[src/rtl/mem_access_ctrl.sv]
// mem_access_ctrl
//   Sequencer and round-robin arbiter for the shared data memory of the
//   multicycle CPU. Port 0 is instruction fetch and port 1 is the load/store
//   unit. Each access runs one at a time through the phases
//   ADDR -> STROBE -> CAPTURE (reads only) -> DONE. An out-of-range address
//   skips straight to DONE with err set.
//
// Ports
//   clk, rst_n          clock, asynchronous active-low reset
//   req0, addr0         fetch request (held until done0) and word address
//   req1, we1, addr1,   load/store request (held until done1), store flag,
//   wdata1              word address and store data
//   done0, done1        one-cycle completion pulse per port
//   err                 valid with the done pulse: address out of range
//   rdata               read data, valid at done, held until the next capture
//   busy                high from the cycle after accept through done
//   dm_addr, dm_wdata   memory address / write data (stable for the access)
//   dm_r, dm_w          memory read / write strobes (STROBE_CYCLES long)
//   dm_rdata            memory read data
//   mar_wr, mdr_wr      MAR / MDR write enables
//   mem_oe              DM output enable toward the bus
module mem_access_ctrl #(
   parameter int STROBE_CYCLES = 2,
   parameter int ADDR_BITS     = 8
) (
   input  logic        clk,
   input  logic        rst_n,
   input  logic        req0,
   input  logic [31:0] addr0,
   input  logic        req1,
   input  logic        we1,
   input  logic [31:0] addr1,
   input  logic [31:0] wdata1,
   output logic        done0,
   output logic        done1,
   output logic        err,
   output logic [31:0] rdata,
   output logic        busy,
   output logic [31:0] dm_addr,
   output logic [31:0] dm_wdata,
   output logic        dm_r,
   output logic        dm_w,
   input  logic [31:0] dm_rdata,
   output logic        mar_wr,
   output logic        mdr_wr,
   output logic        mem_oe
);

   localparam int CNT_W = (STROBE_CYCLES > 1) ? $clog2(STROBE_CYCLES) : 1;

   typedef enum logic [2:0] {IDLE, ADDR, STROBE, CAPTURE, DONE} state_t;

   state_t      state_q, state_d;
   logic        last_q, last_d;
   logic        owner_q, owner_d;
   logic        we_q, we_d;
   logic        aerr_q, aerr_d;
   logic [31:0] addr_q, addr_d;
   logic [31:0] wdata_q, wdata_d;
   logic [31:0] rdata_q, rdata_d;
   logic [CNT_W-1:0] cnt_q, cnt_d;
   logic        done0_q, done0_d;
   logic        done1_q, done1_d;
   logic        err_q, err_d;
   logic        busy_q, busy_d;
   logic        dm_r_q, dm_r_d;
   logic        dm_w_q, dm_w_d;
   logic        mar_wr_q, mar_wr_d;
   logic        mdr_wr_q, mdr_wr_d;
   logic        mem_oe_q, mem_oe_d;
   logic        win;

   always_comb begin
      state_d = state_q;
      last_d  = last_q;
      owner_d = owner_q;
      we_d    = we_q;
      aerr_d  = aerr_q;
      addr_d  = addr_q;
      wdata_d = wdata_q;
      rdata_d = rdata_q;
      cnt_d   = cnt_q;
      win     = 1'b0;

      case (state_q)
         IDLE: begin
            if (req0 || req1) begin
               // On a tie the port that did not win last time is served.
               win     = (req0 && req1) ? ~last_q : req1;
               last_d  = win;
               owner_d = win;
               addr_d  = win ? addr1 : addr0;
               we_d    = win & we1;
               wdata_d = win ? wdata1 : 32'd0;
               aerr_d  = (addr_d >> ADDR_BITS) != 32'd0;
               state_d = aerr_d ? DONE : ADDR;
            end
         end
         ADDR: begin
            cnt_d   = '0;
            state_d = STROBE;
         end
         STROBE: begin
            if (cnt_q == CNT_W'(STROBE_CYCLES - 1)) begin
               state_d = we_q ? DONE : CAPTURE;
            end else begin
               cnt_d = cnt_q + CNT_W'(1);
            end
         end
         CAPTURE: begin
            rdata_d = dm_rdata;
            state_d = DONE;
         end
         DONE: state_d = IDLE;
         default: state_d = IDLE;
      endcase

      // Outputs are decoded from the next state so that the registered
      // copies line up exactly with the state they belong to.
      busy_d   = (state_d != IDLE);
      mar_wr_d = (state_d == ADDR);
      dm_r_d   = (state_d == STROBE) && !we_d;
      dm_w_d   = (state_d == STROBE) &&  we_d;
      mdr_wr_d = (state_d == CAPTURE);
      mem_oe_d = (state_d == CAPTURE);
      done0_d  = (state_d == DONE) && !owner_d;
      done1_d  = (state_d == DONE) &&  owner_d;
      err_d    = (state_d == DONE) &&  aerr_d;
   end

   always_ff @(posedge clk or negedge rst_n) begin
      if (!rst_n) begin
         state_q  <= IDLE;
         last_q   <= 1'b1;
         owner_q  <= 1'b0;
         we_q     <= 1'b0;
         aerr_q   <= 1'b0;
         addr_q   <= '0;
         wdata_q  <= '0;
         rdata_q  <= '0;
         cnt_q    <= '0;
         done0_q  <= 1'b0;
         done1_q  <= 1'b0;
         err_q    <= 1'b0;
         busy_q   <= 1'b0;
         dm_r_q   <= 1'b0;
         dm_w_q   <= 1'b0;
         mar_wr_q <= 1'b0;
         mdr_wr_q <= 1'b0;
         mem_oe_q <= 1'b0;
      end else begin
         state_q  <= state_d;
         last_q   <= last_d;
         owner_q  <= owner_d;
         we_q     <= we_d;
         aerr_q   <= aerr_d;
         addr_q   <= addr_d;
         wdata_q  <= wdata_d;
         rdata_q  <= rdata_d;
         cnt_q    <= cnt_d;
         done0_q  <= done0_d;
         done1_q  <= done1_d;
         err_q    <= err_d;
         busy_q   <= busy_d;
         dm_r_q   <= dm_r_d;
         dm_w_q   <= dm_w_d;
         mar_wr_q <= mar_wr_d;
         mdr_wr_q <= mdr_wr_d;
         mem_oe_q <= mem_oe_d;
      end
   end

   assign done0    = done0_q;
   assign done1    = done1_q;
   assign err      = err_q;
   assign rdata    = rdata_q;
   assign busy     = busy_q;
   assign dm_addr  = addr_q;
   assign dm_wdata = wdata_q;
   assign dm_r     = dm_r_q;
   assign dm_w     = dm_w_q;
   assign mar_wr   = mar_wr_q;
   assign mdr_wr   = mdr_wr_q;
   assign mem_oe   = mem_oe_q;

endmodule

[config.mk]
export PLATFORM = sky130hd
export DESIGN_NAME = mem_access_ctrl
export DESIGN_NICKNAME = d
export VERILOG_FILES = /design/src/rtl/mem_access_ctrl.sv
export SDC_FILE = /design/constraint.sdc
export NUM_CORES = 1
export LEC_CHECK = 0
export ABC_AREA = 0
export CAP_MARGIN = 15
export CORE_MARGIN = 2
export CORE_UTILIZATION = 36
export CTS_CLUSTER_SIZE = 8
export DETAILED_ROUTE_END_ITERATION = 6
export PLACE_DENSITY_LB_ADDON = 0.08
export SYNTH_ARGS = -nofsm -noshare
export SYNTH_HDL_FRONTEND = slang
export SYNTH_SLANG_ARGS = --single-unit
[constraint.sdc]
create_clock -name clk -period 1.5 [get_ports clk]
set_input_delay 0.3 -clock clk [delete_from_list [all_inputs] [get_ports clk]]
set_output_delay 0.3 -clock clk [all_outputs]
set_load 0.01 [all_outputs]
# After elaboration in Yosys (flattened, before gate mapping)
# Cells that the tools add are included.
[totals]
register_bits = 112
in_bits = 133
out_inout_bits = 105
elab_cells = 57
[classes]
addsub = 1
n_eq_ne = 7
mux = 16
n_bitwise = 2
reduce_logical = 14
[ops]
columns = ["cell", "n"]
rows = [
  ["2-to-1 mux 32 bit", 2],
  ["nonzero test 32 bit", 1],
  ["== test 3 x 2 -> 1 bit (second input constant)", 4],
  ["2-to-1 mux 3 bit", 4],
  ["one-hot mux 3 bit (4 select lines)", 1],
  ["2-to-1 mux 1 bit", 8],
  ["== test 3 x 1 -> 1 bit (second input constant)", 2],
  ["logical AND 1 bit", 6],
  ["== test 3 bit (second input constant)", 1],
  ["logical NOT 3 bit", 1],
  ["nonzero test 3 bit", 1],
  ["logical NOT 1 bit", 2],
  ["one-hot mux 1 bit (2 select lines)", 1],
  ["AND reduction 2 bit", 1],
  ["nonzero test 2 bit", 1],
  ["adder 1 bit (second input constant)", 1],
  ["bitwise AND 1 bit", 1],
  ["logical OR 1 bit", 1],
  ["inverter 1 bit", 1],
]

# Depth between registers and ports, before layout
[depth]
depth_word = 9
mapped_depth = 7
depth_no_buf = 5

# Least setup slack after synthesis
# Ideal clock, no wire load.
[synth_timing]
kind = "reg-to-reg"
from = "reg last_q"
to = "reg wdata_q[0] (netlist: dm_wdata[0])"
setup_ps = 121
arrival_ps = 1335
path_slack_ps = 44
stages_incl_launch_ff = 7
period_less_slack_ps = 1456
path_cell_list = "dfstp_2 > a21boi_1 > buf_4 > and2_1 > buf_4 > buf_4 > a22o_1"
[synth_via]
elab_chain_cells = 3
[synth_lines]
columns = ["item", "line", "rtl"]
rows = [
  ["start, declared", "54", "logic last_q, last_d;"],
  ["start signal, assigned", "153", "last_q <= last_d;"],
  ["inverter 1 bit", "89", "win = (req0 && req1) ? ~last_q : req1;"],
  ["2-to-1 mux 1 bit", "89", ""],
  ["2-to-1 mux 32 bit", "94", "wdata_d = win ? wdata1 : 32'd0;"],
  ["end signal, assigned", "158", "wdata_q <= wdata_d;"],
  ["end, declared", "59", "logic [31:0] wdata_q, wdata_d;"],
]
# No other way between the ends.
# A chain may end at the register's enable or synchronous reset.

# Worst setup path in the final report
[layout_timing]
from = "in addr1[14]"
to = "reg state_q[2]"
[layout_via]
elab_chain_cells = 5
[layout_lines]
columns = ["item", "line", "rtl"]
rows = [
  ["start, declared", "32", "input logic [31:0] addr1,"],
  ["2-to-1 mux 32 bit", "92", "addr_d = win ? addr1 : addr0;"],
  ["nonzero test 32 bit", "95", "aerr_d = (addr_d >> ADDR_BITS) != 32'd0;"],
  ["2-to-1 mux 3 bit", "96", "state_d = aerr_d ? DONE : ADDR;"],
  ["2-to-1 mux 3 bit", "87", "if (req0 || req1) begin"],
  ["one-hot mux 3 bit (4 select lines)", "85", "case (state_q)"],
  ["net state_d[2]", "53", "state_t state_q, state_d;"],
  ["end signal, assigned", "152", "state_q <= state_d;"],
  ["end, declared", "53", ""],
]
# The timed path passes the listed nets, and every way through them passes these cells.

==> results.cfg <==
[layout]
multi_input_area_um2 = 1700
diodes = 0
nNetsFinal = 743
area_growth_syn_to_layout_pct = 66.2
finalInstanceArea_um2 = 7580
seqCellArea_um2 = 2800
stdcell_count = 787
drive_gt1_share_pct = 16.1
nFillCells = 1086

[critical_path]
crit_path_start = addr1[14]
crit_path_end = state_q[2]
reg2reg_slack_ns = 0.06
cp_cell_sequence = clkdlybuf4s50_1, nor4_2, nand4_1, nor2_2, nor3_2, or2_1
reg2reg_depth = 4
r2r_end = rdata[22]
crit_type = in -> reg
start_kind = input port
cp.arrival_ns = 1.69
critPathCaptureType = flip-flop
cp_max_fo = 3
slowest_delay_ns = 0.44
crit_slowest_cell = clkdlybuf4s50_1
reg2reg_from = state_q[1]
crit_required_ns = 1.72

[floorplan]
die_h_um = 117
io_pins = 238
num_rows = 41
die_width_um = 117
start_util_pct = 36.6
dieArea_um2 = 13600
core-area_um2 = 12500

[synth]
synthMuxAreaShare_pct = 14.9
synth_top_family_by_area = multiplexers
synth_nets = 486
syn_area_per_cell_um2 = 12.9
yosys.area_share.adder_pct = 0
synth_enable_flop_cells = 0
synth_common_cells = dfrtp_1 (111), nand2_1 (38), o21ai_0 (36)
netlist.area_leader.share_pct = 60.9
synthesis.instances = 353
synth_cell_types = 29
synthTopCellsByArea = dfrtp_1 (61%), mux2_2 (7.9%), mux2i_1 (7.0%)
synth_seq_area_share_pct = 61.5
synth_simple_gate_area_share_pct = 7.77
synth_seq_cells = 112
async_flop_share_pct = 100
synth_xor_area_share_pct = 0
synth_compound_area_share_pct = 12.1
synth_area_um2 = 4560
ys.flop_type = dfrtp_1
yosys_warnings = 0
synth_most_common_cell = dfrtp_1
synth_top_cell_by_area = dfrtp_1

[placement]
io_buffers = 237
placed_cells = 769
gp_congestion = 0.818
dp_hpwl_um = 9340
dpl_cell_area_um2 = 7280

[grt]
grt_max_degree = 40
first_global_vias = 3802
grt_antenna_before_repair = 0
grt_pass1_wl_um = 18700
grt_use_total_pct = 17.5
grt-ovfl-total = 0

[route]
drt_iter0_drc = 106
ant_nets = 0
wl_per_cell_um = 15.6
first_pass_iters = 4
vias = 3733
via_per_inst = 4.74
totalWireLength_um = 12300
drc = 0

[timing]
drv_slew = 0
hold_viol = 0
final.min_clock_period_ns = 1.47
hold_ws_ns = 0.323
min_period_over_period_pct = 97.9
maxSlewHeadroom_pct = 73.3
setup-violations-final = 0
finalSetupTns_ns = 0
rsz0062_at_grt = yes
fin_skew_ns = 0.00602
worst_pin_slew_ns = 0.401
max_freq_mhz = 681

[min_path]
hp-class = in -> reg

[clocking]
cts_buffers = 9
clkTransAtPathRegs_ns = 0.07
cts_tree = built
insertion_delay_ns = 0.34
clock_sinks = 112
ctsRootBufferMaster = clkbuf_16
cts_max_level = 3
cts_buffer_depth = 2

[pwr]
power_density_nw_per_um2 = 1030
p_leak_nw = 3.65
total_power_mw = 7.78
peakVddDrop_uv = 544

[job]
maxCapViolations = 0

[run_status]
status = completed
routing by layer:
| layer | share of wire (%) | wire [um] | track usage, % | up-vias |
|---|---|---|---|---|
| li1 | - | - | - | 1795 |
| met1 | 39 | 4800 | 20.5 | 1780 |
| met2 | 51 | 6240 | 30.5 | 139 |
| met3 | 7.9 | 968 | 4.67 | 19 |
| met4 | 2.2 | 272 | 7.38 | 0 |
| met5 | 0 | 0 | 0 | - |
what timing repair did:
| item | CTS | global route |
|---|---|---|
| cloned | 0 | 0 |
| pin swaps | 9 | 13 |
| hold buffers | 1 | 0 |
| setup endpoints to repair | 144 | 46 |
| setup buffers | 0 | 1 |
| hold endpoints to repair | 21 | 0 |
| gates resized for setup | 125 | 24 |
logic make-up (layout without fill, tap and decap cells):
| logic type | count (synthesis) | in the layout |
|---|---|---|
| flip-flops | 112 | 112 |
| AND/OR/NAND/NOR | 74 | 74 |
| multiplexers | 64 | 64 |
| buffers and inverters | 23 | 285 |
| AO/OA/AOI/OAI | 80 | 80 |
power breakdown:
part           internal, mW  switching [mW]  leakage (nW)
clock network          1.19            1.10         0.140
registers              3.41           0.196          1.38
logic                  1.03           0.857          2.13
total                  5.63            2.15          3.65
worst min path at each step:
| stage | start | end | slack [ns] | depth (start not counted) |
|---|---|---|---|---|
| finish | addr1[10] | dm_addr[10] | 0.32 | 3 |
| global placement | rst_n | rdata[28] | 0.25 | 1 |
| CTS | addr0[8] | dm_addr[8] | 0.41 | 3 |
| floorplan | rst_n | aerr_q | 0.004 | 0 |
| detailed placement | rst_n | rdata[28] | 0.26 | 1 |
| global route | addr1[10] | dm_addr[10] | 0.34 | 3 |
flip-flops by register name (all words and copies together), names as in the netlist:
| name | count |
|---|---|
| busy | 1 |
| mar_wr | 1 |
| state_q | 3 |
| cnt_q | 1 |
| done0 | 1 |
| dm_addr | 32 |
| mem_oe | 1 |
| dm_wdata | 32 |
| rdata | 32 |
| last_q | 1 |
| owner_q | 1 |
| done1 | 1 |
| dm_r | 1 |
| aerr_q | 1 |
| err | 1 |
| dm_w | 1 |
| we_q | 1 |
cell usage in the layout (no fill, tap or decap):
cell,instances
buf_6,3
dlygate4sd2_1,118
nand2b_1,1
dfstp_2,1
nand2_1,38
nor2_1,8
and2b_1,1
dlygate4sd3_1,1
nor4_2,8
inv_6,2
a22o_1,33
nor3_2,1
o31ai_2,1
o21ai_4,1
a21o_1,4
dfrtp_1,111
and2_2,1
clkinvlp_4,1
nor4_1,3
clkbuf_16,9
mux2i_1,32
mux2_2,32
nor2_2,1
o21bai_1,2
or2_1,1
clkdlybuf4s50_1,106
nor4_4,1
clkinv_4,3
a21oi_1,2
nand3_1,1
o21ai_0,36
dlymetal6s2s_1,12
buf_12,5
clkbuf_8,1
buf_4,24
nor3_4,2
a21boi_4,1
nor4b_2,1
nor2b_1,4
nand4_1,2
metrics by stage:
stage | util [%] | setup WS [ns]
CTS | 60.0 | -0.00108
finish | 60.8 | 0.0309
global placement | 58.4 | -0.459
detailed placement | 58.4 | -0.496
global route | 60.8 | -0.0371
floorplan | - | 0.0443
critical path, delay by kind of cell:
family	cells	cell delay (ns)
buffers and inverters	1	0.44
AND/OR/NAND/NOR	5	0.94
layout make-up:
class / instances / share of cell area (%)
clock inverters: 6 / 0.677
flip-flops and latches: 112 / 37.0
repair buffers: 269 / 33.9
well taps: 172 / 2.84
clock buffers: 10 / 3.15
multi-input cells: 218 / 22.4
Power figures use the tool's default switching activity.
